File: config.mk
export PLATFORM = sky130hd
export DESIGN_NAME = writeback_stage
export DESIGN_NICKNAME = d
export VERILOG_FILES = /design/src/rtl/wb_pkg.sv /design/src/rtl/writeback_stage_load_extend.sv /design/src/rtl/writeback_stage.sv
export SDC_FILE = /design/constraint.sdc
export NUM_CORES = 1
export LEC_CHECK = 0
export CAP_MARGIN = 25
export CORE_MARGIN = 3
export CORE_UTILIZATION = 35
export CTS_CLUSTER_SIZE = 30
export DETAILED_ROUTE_END_ITERATION = 16
export PLACE_DENSITY = 0.58
export SLEW_MARGIN = 10
export SYNTH_ARGS = -nofsm -noshare
export SYNTH_HDL_FRONTEND = slang
export SYNTH_SLANG_ARGS = --single-unit
File: constraint.sdc
create_clock -name clk_i -period 10.5 [get_ports clk_i]
set_input_delay 2.1 -clock clk_i [delete_from_list [all_inputs] [get_ports clk_i]]
set_output_delay 2.1 -clock clk_i [all_outputs]
set_load 0.1 [all_outputs]
File: src/rtl/wb_pkg.sv
// Shared constants for the M->W writeback stage: result-source indices and
// load funct3 encodings.
package wb_pkg;

  localparam int SRC_ALU  = 0;
  localparam int SRC_LOAD = 1;
  localparam int SRC_PC4  = 2;
  localparam int SRC_CSR  = 3;

  typedef enum logic [2:0] {
    LB  = 3'b000,
    LH  = 3'b001,
    LW  = 3'b010,
    LD  = 3'b011,
    LBU = 3'b100,
    LHU = 3'b101,
    LWU = 3'b110
  } load_funct3_e;

endpackage

File: src/rtl/writeback_stage_load_extend.sv
// Sub-word load extraction and sign/zero extension. Misaligned offsets are
// truncated to the access size; codes that do not exist for XLEN pass data through.
module load_extend
  import wb_pkg::*;
#(
  parameter int XLEN  = 32,
  parameter int OFF_W = $clog2(XLEN / 8)
) (
  input  logic [XLEN-1:0]  data,
  input  logic [2:0]       funct3,
  input  logic [OFF_W-1:0] offset,
  output logic [XLEN-1:0]  ext
);

  localparam logic [OFF_W-1:0] HALF_MASK = ~OFF_W'(1);
  localparam logic [OFF_W-1:0] WORD_MASK = ~OFF_W'(3);

  logic [7:0]  byte_v;
  logic [15:0] half_v;
  logic [31:0] word_v;

  // NOTE: every variable assigned here gets a default first so no latch is inferred.
  always_comb begin
    byte_v = 8'(data >> {offset, 3'b000});
    half_v = 16'(data >> {offset & HALF_MASK, 3'b000});
    word_v = 32'(data >> {offset & WORD_MASK, 3'b000});
    ext    = data;
    case (load_funct3_e'(funct3))
      LB:      ext = XLEN'($signed(byte_v));
      LBU:     ext = XLEN'(byte_v);
      LH:      ext = XLEN'($signed(half_v));
      LHU:     ext = XLEN'(half_v);
      // With XLEN=32 the word mask clears the offset, so this is the raw word.
      LW:      ext = XLEN'($signed(word_v));
      LWU:     ext = (XLEN == 64) ? XLEN'(word_v) : data;
      default: ext = data;
    endcase
  end

endmodule

File: src/rtl/writeback_stage.sv
// M->W pipeline register with result select, load extension, write-enable
// qualification and a 64-bit retired-instruction counter.
module writeback_stage
  import wb_pkg::*;
#(
  parameter int XLEN       = 32,
  parameter int NUM_SRC    = 4,
  parameter int REG_ADDR_W = 5,
  parameter int SRC_W      = $clog2(NUM_SRC)
) (
  input  logic                             clk_i,
  input  logic                             reset_i,
  input  logic                             valid_m_i,
  input  logic [NUM_SRC-1:0][XLEN-1:0]     src_data_m_i,
  input  logic [REG_ADDR_W-1:0]            rd_m_i,
  input  logic                             reg_write_m_i,
  input  logic [SRC_W-1:0]                 result_src_m_i,
  input  logic [2:0]                       load_funct3_m_i,
  input  logic                             stall_w_i,
  input  logic                             flush_w_i,
  output logic [XLEN-1:0]                  result_w_o,
  output logic [REG_ADDR_W-1:0]            rd_w_o,
  output logic                             reg_write_w_o,
  output logic                             valid_w_o,
  output logic [63:0]                      retired_count_o
);

  localparam int OFF_W = $clog2(XLEN / 8);

  logic                         valid_w;
  logic                         reg_write_w;
  logic [REG_ADDR_W-1:0]        rd_w;
  logic [NUM_SRC-1:0][XLEN-1:0] src_data_w;
  logic [SRC_W-1:0]             result_src_w;
  logic [2:0]                   funct3_w;
  logic [OFF_W-1:0]             off_w;
  logic [63:0]                  retired_cnt;
  logic [XLEN-1:0]              load_ext;
  logic [XLEN-1:0]              result;

  // NOTE: sequential state uses non-blocking assignments so every register
  // samples pre-edge values regardless of statement order.
  always_ff @(posedge clk_i or posedge reset_i) begin
    if (reset_i) begin
      valid_w      <= 1'b0;
      reg_write_w  <= 1'b0;
      rd_w         <= '0;
      src_data_w   <= '0;
      result_src_w <= '0;
      funct3_w     <= '0;
      off_w        <= '0;
    end else if (flush_w_i) begin
      // Squash only the control bits; stale data is harmless once invalid.
      valid_w     <= 1'b0;
      reg_write_w <= 1'b0;
    end else if (!stall_w_i) begin
      valid_w      <= valid_m_i;
      reg_write_w  <= reg_write_m_i;
      rd_w         <= rd_m_i;
      src_data_w   <= src_data_m_i;
      result_src_w <= result_src_m_i;
      funct3_w     <= load_funct3_m_i;
      off_w        <= src_data_m_i[SRC_ALU][OFF_W-1:0];
    end
  end

  // The instruction sitting in W retires on any non-stalled edge, flushed or not.
  always_ff @(posedge clk_i or posedge reset_i) begin
    if (reset_i) begin
      retired_cnt <= '0;
    end else if (valid_w && !stall_w_i) begin
      retired_cnt <= retired_cnt + 64'd1;
    end
  end

  load_extend #(
    .XLEN (XLEN)
  ) u_load_extend (
    .data   (src_data_w[SRC_LOAD]),
    .funct3 (funct3_w),
    .offset (off_w),
    .ext    (load_ext)
  );

  // Out-of-range selects fall through to zero.
  always_comb begin
    result = '0;
    for (int i = 0; i < NUM_SRC; i++) begin
      if (result_src_w == SRC_W'(i)) begin
        result = (i == SRC_LOAD) ? load_ext : src_data_w[i];
      end
    end
  end

  assign result_w_o      = result;
  assign rd_w_o          = rd_w;
  assign valid_w_o       = valid_w;
  assign reg_write_w_o   = valid_w & reg_write_w & (rd_w != '0);
  assign retired_count_o = retired_cnt;

endmodule

* Word level (Yosys, flattened, before mapping)
Index checks and enable logic that the tools add are counted.
** Storage, ports and cells
- Output and inout port bits :: 103
- Register bits after elaboration :: 206
- Logic and storage cells :: 40
** Cells by class
- Shift operators :: 2
- Bitwise operators :: 4
- Mux-type cells :: 9
- $add $sub $neg :: 1
- Equal/unequal tests :: 7
- Reductions and logical operators :: 6
** Operators by type and width (number)
- $mux W32 :: 4
- $pmux W32 S4 :: 1
- $add A64 B1 Y64 const B :: 1
- $shr A32 B5 Y16 :: 1
- $shr A32 B5 Y8 :: 1
- $eq A3 B3 Y1 const B :: 2
- $reduce_bool A5 Y1 :: 1
- $eq A2 B2 Y1 const B :: 2
- $mux W1 :: 4
- $eq A3 B1 Y1 const B :: 1
- $logic_not A3 Y1 :: 1
- $and A1 B1 Y1 :: 2
- $eq A2 B1 Y1 const B :: 1
- $logic_not A2 Y1 :: 1
- $ne A2 B1 Y1 const B :: 1
- $not A1 Y1 :: 2
- $reduce_and A2 Y1 :: 1
- $logic_and A1 B1 Y1 :: 1
- $logic_not A1 Y1 :: 1

* Longest topological paths before layout
- Word-level depth :: 5
- Mapped depth :: 7

* Cells and area by module
A second synthesis with hierarchy kept.
** Second synthesis, totals
- Cell total of the unflattened synthesis :: 757
- Area total of the unflattened synthesis :: 9798.1 um^2
** Modules (own cells, without submodules)
- writeback_stage :: cells each 627, instances 1, area each 8952.3 um^2, sequential area each 5104.9 um^2
- load_extend :: cells each 130, instances 1, area each 845.8 um^2, sequential area each 0.0 um^2

* Worst setup path before layout
Ideal clock, no wire load.
- Path type :: register to output
- Start point :: reg src_data_w[1] (netlist name)
- End point :: out result_w_o[20]
- Data required time :: 8.400 ns
- Arrival :: 3.123 ns
- Path buffers :: 2
- Cell stages (with the launch flop) :: 8
- Path slack :: 5.277 ns
- Path through :: dfrtp_1 -> clkbuf_1 -> mux4_2 -> nor2_1 -> a2111oi_0 -> nor2_1 -> clkbuf_1 -> a21oi_1
** RTL lines
- to (decl) :: RTL line writeback_stage.sv:21 : output logic [XLEN-1:0] result_w_o,

* Worst setup path in the final report
- Start point :: reg result_src_w[0]
- End point :: out result_w_o[12]
** On the way
- Cells in the longest elaborated chain, start to end :: 5
- Elaborated cells on any way between the ends :: 8
** RTL lines
- from (decl) :: RTL line writeback_stage.sv:34 : logic [SRC_W-1:0] result_src_w;
- from (signal assigned) :: RTL line writeback_stage.sv:61 : result_src_w <= result_src_m_i;
- $logic_not A2 Y1 :: RTL line writeback_stage.sv:89 : if (result_src_w == SRC_W'(i)) begin
- $mux W32 (3 in series) :: RTL line writeback_stage.sv:89
- $mux W32 * :: RTL line writeback_stage.sv:89
Every way passes the cells marked *; elsewhere a longest branch is shown, timed or not.

==> out/metrics.cfg <==
[grt]
grt_max_degree=85
grt_pass1_wl_um=43750
overflow=0
grt_pass1_vias=7606
track_usage=0.1821
grt_antenna_before_repair=6

[power_and_ir_drop]
leakage_nw=5.485
power_mw=2.605
ir_drop_v=0.0001592
p_per_area_nw_per_um2=194.4

[cts]
cts_resized=0
clkLatencyLatePin_ps=510
cts.reportedPaths.clkPinSlew_ps=60
clockBufferDepth=3
cts_buffers=25
cts.sinks=204
postCtsHoldBufs=0
cts_setup_buffers=0
cts_tree=done
cts_root_buf=clkbuf_16
cts-htree-levels=1

[synth]
yosysWarningCount=0
syn_area_um2=9719
async_reset_ff_frac=1.000
syn_area_per_cell_um2=11.95
synth_nets=958
synth_flop_cell=dfrtp_1
synth_cell_type_count=55
synth_edf_count=0
postSynthCellCount=813
ys_seq_elements=204
ys_seq_area_frac=0.5252

[layout]
seqCellArea_um2=5107
instances_no_fill=1445
final_cell_mix=246 x clkdlybuf4s50_1, 202 x dfrtp_1, 157 x mux2_2
layout-drive-gt1-share=0.2114
fin_util=0.4946
fill_cells=2450
final_common_cell=clkdlybuf4s50_1
multi_input_area_um2=4399
area_growth_pct=37.91
nets=1196

[detailed_routing]
num_vias=7304
drc_errors=0
wirelength_um=28010
post_drt_wl_per_cell_um=19.39
vias_per_cell=5.055
detail-route-antenna-nets=0
drt_iter0_drc=451
drt-pass1-iter-count=5

[setup_path]
reg2regPathDepth=5
rr_startpoint=retired_count_o[3]
crit_path_end_kind=output port
critPathKind=reg2out
crit_fanout=40
timing.rr.end=retired_count_o[46]
required_ps=8400
ff2ff_setup_slack_ps=8070
worst_ep_arrival_time_ps=3840
crit_path_start_kind=flip-flop

[floorplanning]
dieHeight_um=172.6
initial_core_util=0.3586
num_rows=60
core-area_um2=27100
fp.dieW_um=172.6
pin_count=247
dieArea_um2=29800

[place]
gp_congestion=0.8326
dp_slack_ps=4772
port_buffers=246
dp_hpwl_um=20390
dp.cells=1393

[min_path]
min_to=retired_count_o[63]
hold_path.class=reg2reg
hp-start=retired_count_o[63]
hold_depth=1

[sta]
setup_slack_ps=4557
rsz0062_at_grt=false
slew_headroom=0.2961
skew_ps=4.893
period_share=0.5660
tightest_slew_ps=1053
fmax_mhz=168.3
report.final.slew_viol_count=0
tns_ps=0
hold_viol=0
finalSetupViolCount=0
period_needed_ps=5943

[outcome]
outcome=complete, no violations

[run]
max_cap_violations=0

area by class of cell:
| cell class | count | share of cell area |
|---|---|---|
| diodes | 4 | 0.0007468 |
| clock buffers | 40 | 0.05685 |
| clock inverters | 5 | 0.003734 |
| inverters | 13 | 0.004201 |
| multi-input cells | 552 | 0.3282 |
| flip-flops and latches | 204 | 0.3810 |
| well taps | 372 | 0.03472 |
| repair buffers | 255 | 0.1905 |
per-layer routing:
| layer | wire length (um) | up-vias | GRT usage |
|---|---|---|---|
| met3 | 1915 | 51 | 0.04941 |
| met5 | 19 | - | 0 |
| met4 | 836 | 4 | 0.05171 |
| met2 | 12840 | 208 | 0.2933 |
| met1 | 12400 | 3629 | 0.2426 |
| li1 | - | 3412 | - |
metrics by stage:
stage	hold slack (ps)	cell area, um^2
2_1_floorplan	471.4	9719
6_report	465.2	13400
3_5_place_dp	459.8	12540
3_3_place_gp	459.4	12540
4_1_cts	469.3	13350
5_1_grt	504.6	13400
how the worst max path moves through the flow:
stage | startpoint | endpoint | slack [ps] | depth (start not counted)
after detailed placement | src_data_w[1] | result_w_o[17] | 4770 | 6
final | result_src_w[0] | result_w_o[12] | 4560 | 5
after global routing | result_src_w[0] | result_w_o[12] | 4320 | 5
after global placement | src_data_w[1] | result_w_o[30] | 4940 | 6
after CTS | src_data_w[1] | result_w_o[17] | 4210 | 6
after floorplan | reset_i | funct3_w[0] | 2830 | 1
kinds of logic after synthesis:
kind of cell | count (synthesis) | share of synthesized area
AO/OA/AOI/OAI | 91 | 0.05858
XOR/XNOR | 63 | 0.05677
adder cells (fa/ha/maj) | 1 | 0.001287
buffers and inverters | 57 | 0.02291
flip-flops | 204 | 0.5252
multiplexers | 175 | 0.2043
AND/OR/NAND/NOR | 222 | 0.1309
synth_stat cells, drive strengths merged, types with 2 or more instances:
library cell / n / area, um^2
nand2b: 6 / 37.54
nor4: 9 / 77.57
or3: 4 / 25.02
mux4: 3 / 67.56
and3: 8 / 50.05
or4: 2 / 15.01
nor3: 16 / 116.4
a221oi: 2 / 17.52
o211ai: 5 / 37.54
nor2: 31 / 116.4
nor3b: 2 / 20.02
nand3: 28 / 140.1
a21oi: 25 / 125.1
clkbuf: 37 / 138.9
and2: 2 / 12.52
nor2b: 9 / 56.30
nand3b: 21 / 157.7
nand2: 51 / 191.4
dfrtp: 204 / 5105
or2: 3 / 18.77
mux2: 157 / 1768
mux2i: 15 / 150.1
inv: 13 / 48.80
o21ai: 29 / 145.1
o221ai: 7 / 61.31
o22ai: 2 / 12.51
or4b: 2 / 27.53
o211a: 5 / 50.05
nand4: 15 / 93.84
and4: 9 / 78.83
buf: 7 / 35.03
xnor2: 36 / 315.3
nand4b: 2 / 17.52
xor2: 27 / 236.5
a31oi: 7 / 43.79
critical path: stages (launching register included):
cell and delay, ps:
dfrtp_2 780, buf_4 420, nor2b_1 490, o21ai_0 190, o221ai_1 260, clkdlybuf4s50_1 1180
flip-flops by register name, indices dropped and copies added, names as in the netlist:
| signal | cells |
|---|---|
| rd_w_o | 5 |
| src_data_w | 128 |
| reg_write_w | 1 |
| funct3_w | 3 |
| retired_count_o | 64 |
| valid_w_o | 1 |
| result_src_w | 2 |
report_power, final:
group	leakage (nW)	switching (mW)	internal (mW)
logic	2.58	0.539	0.274
registers	2.50	0.0720	0.872
clock network	0.404	0.330	0.517
total	5.49	0.942	1.66
No activity file was read; power rests on OpenSTA's default activity.
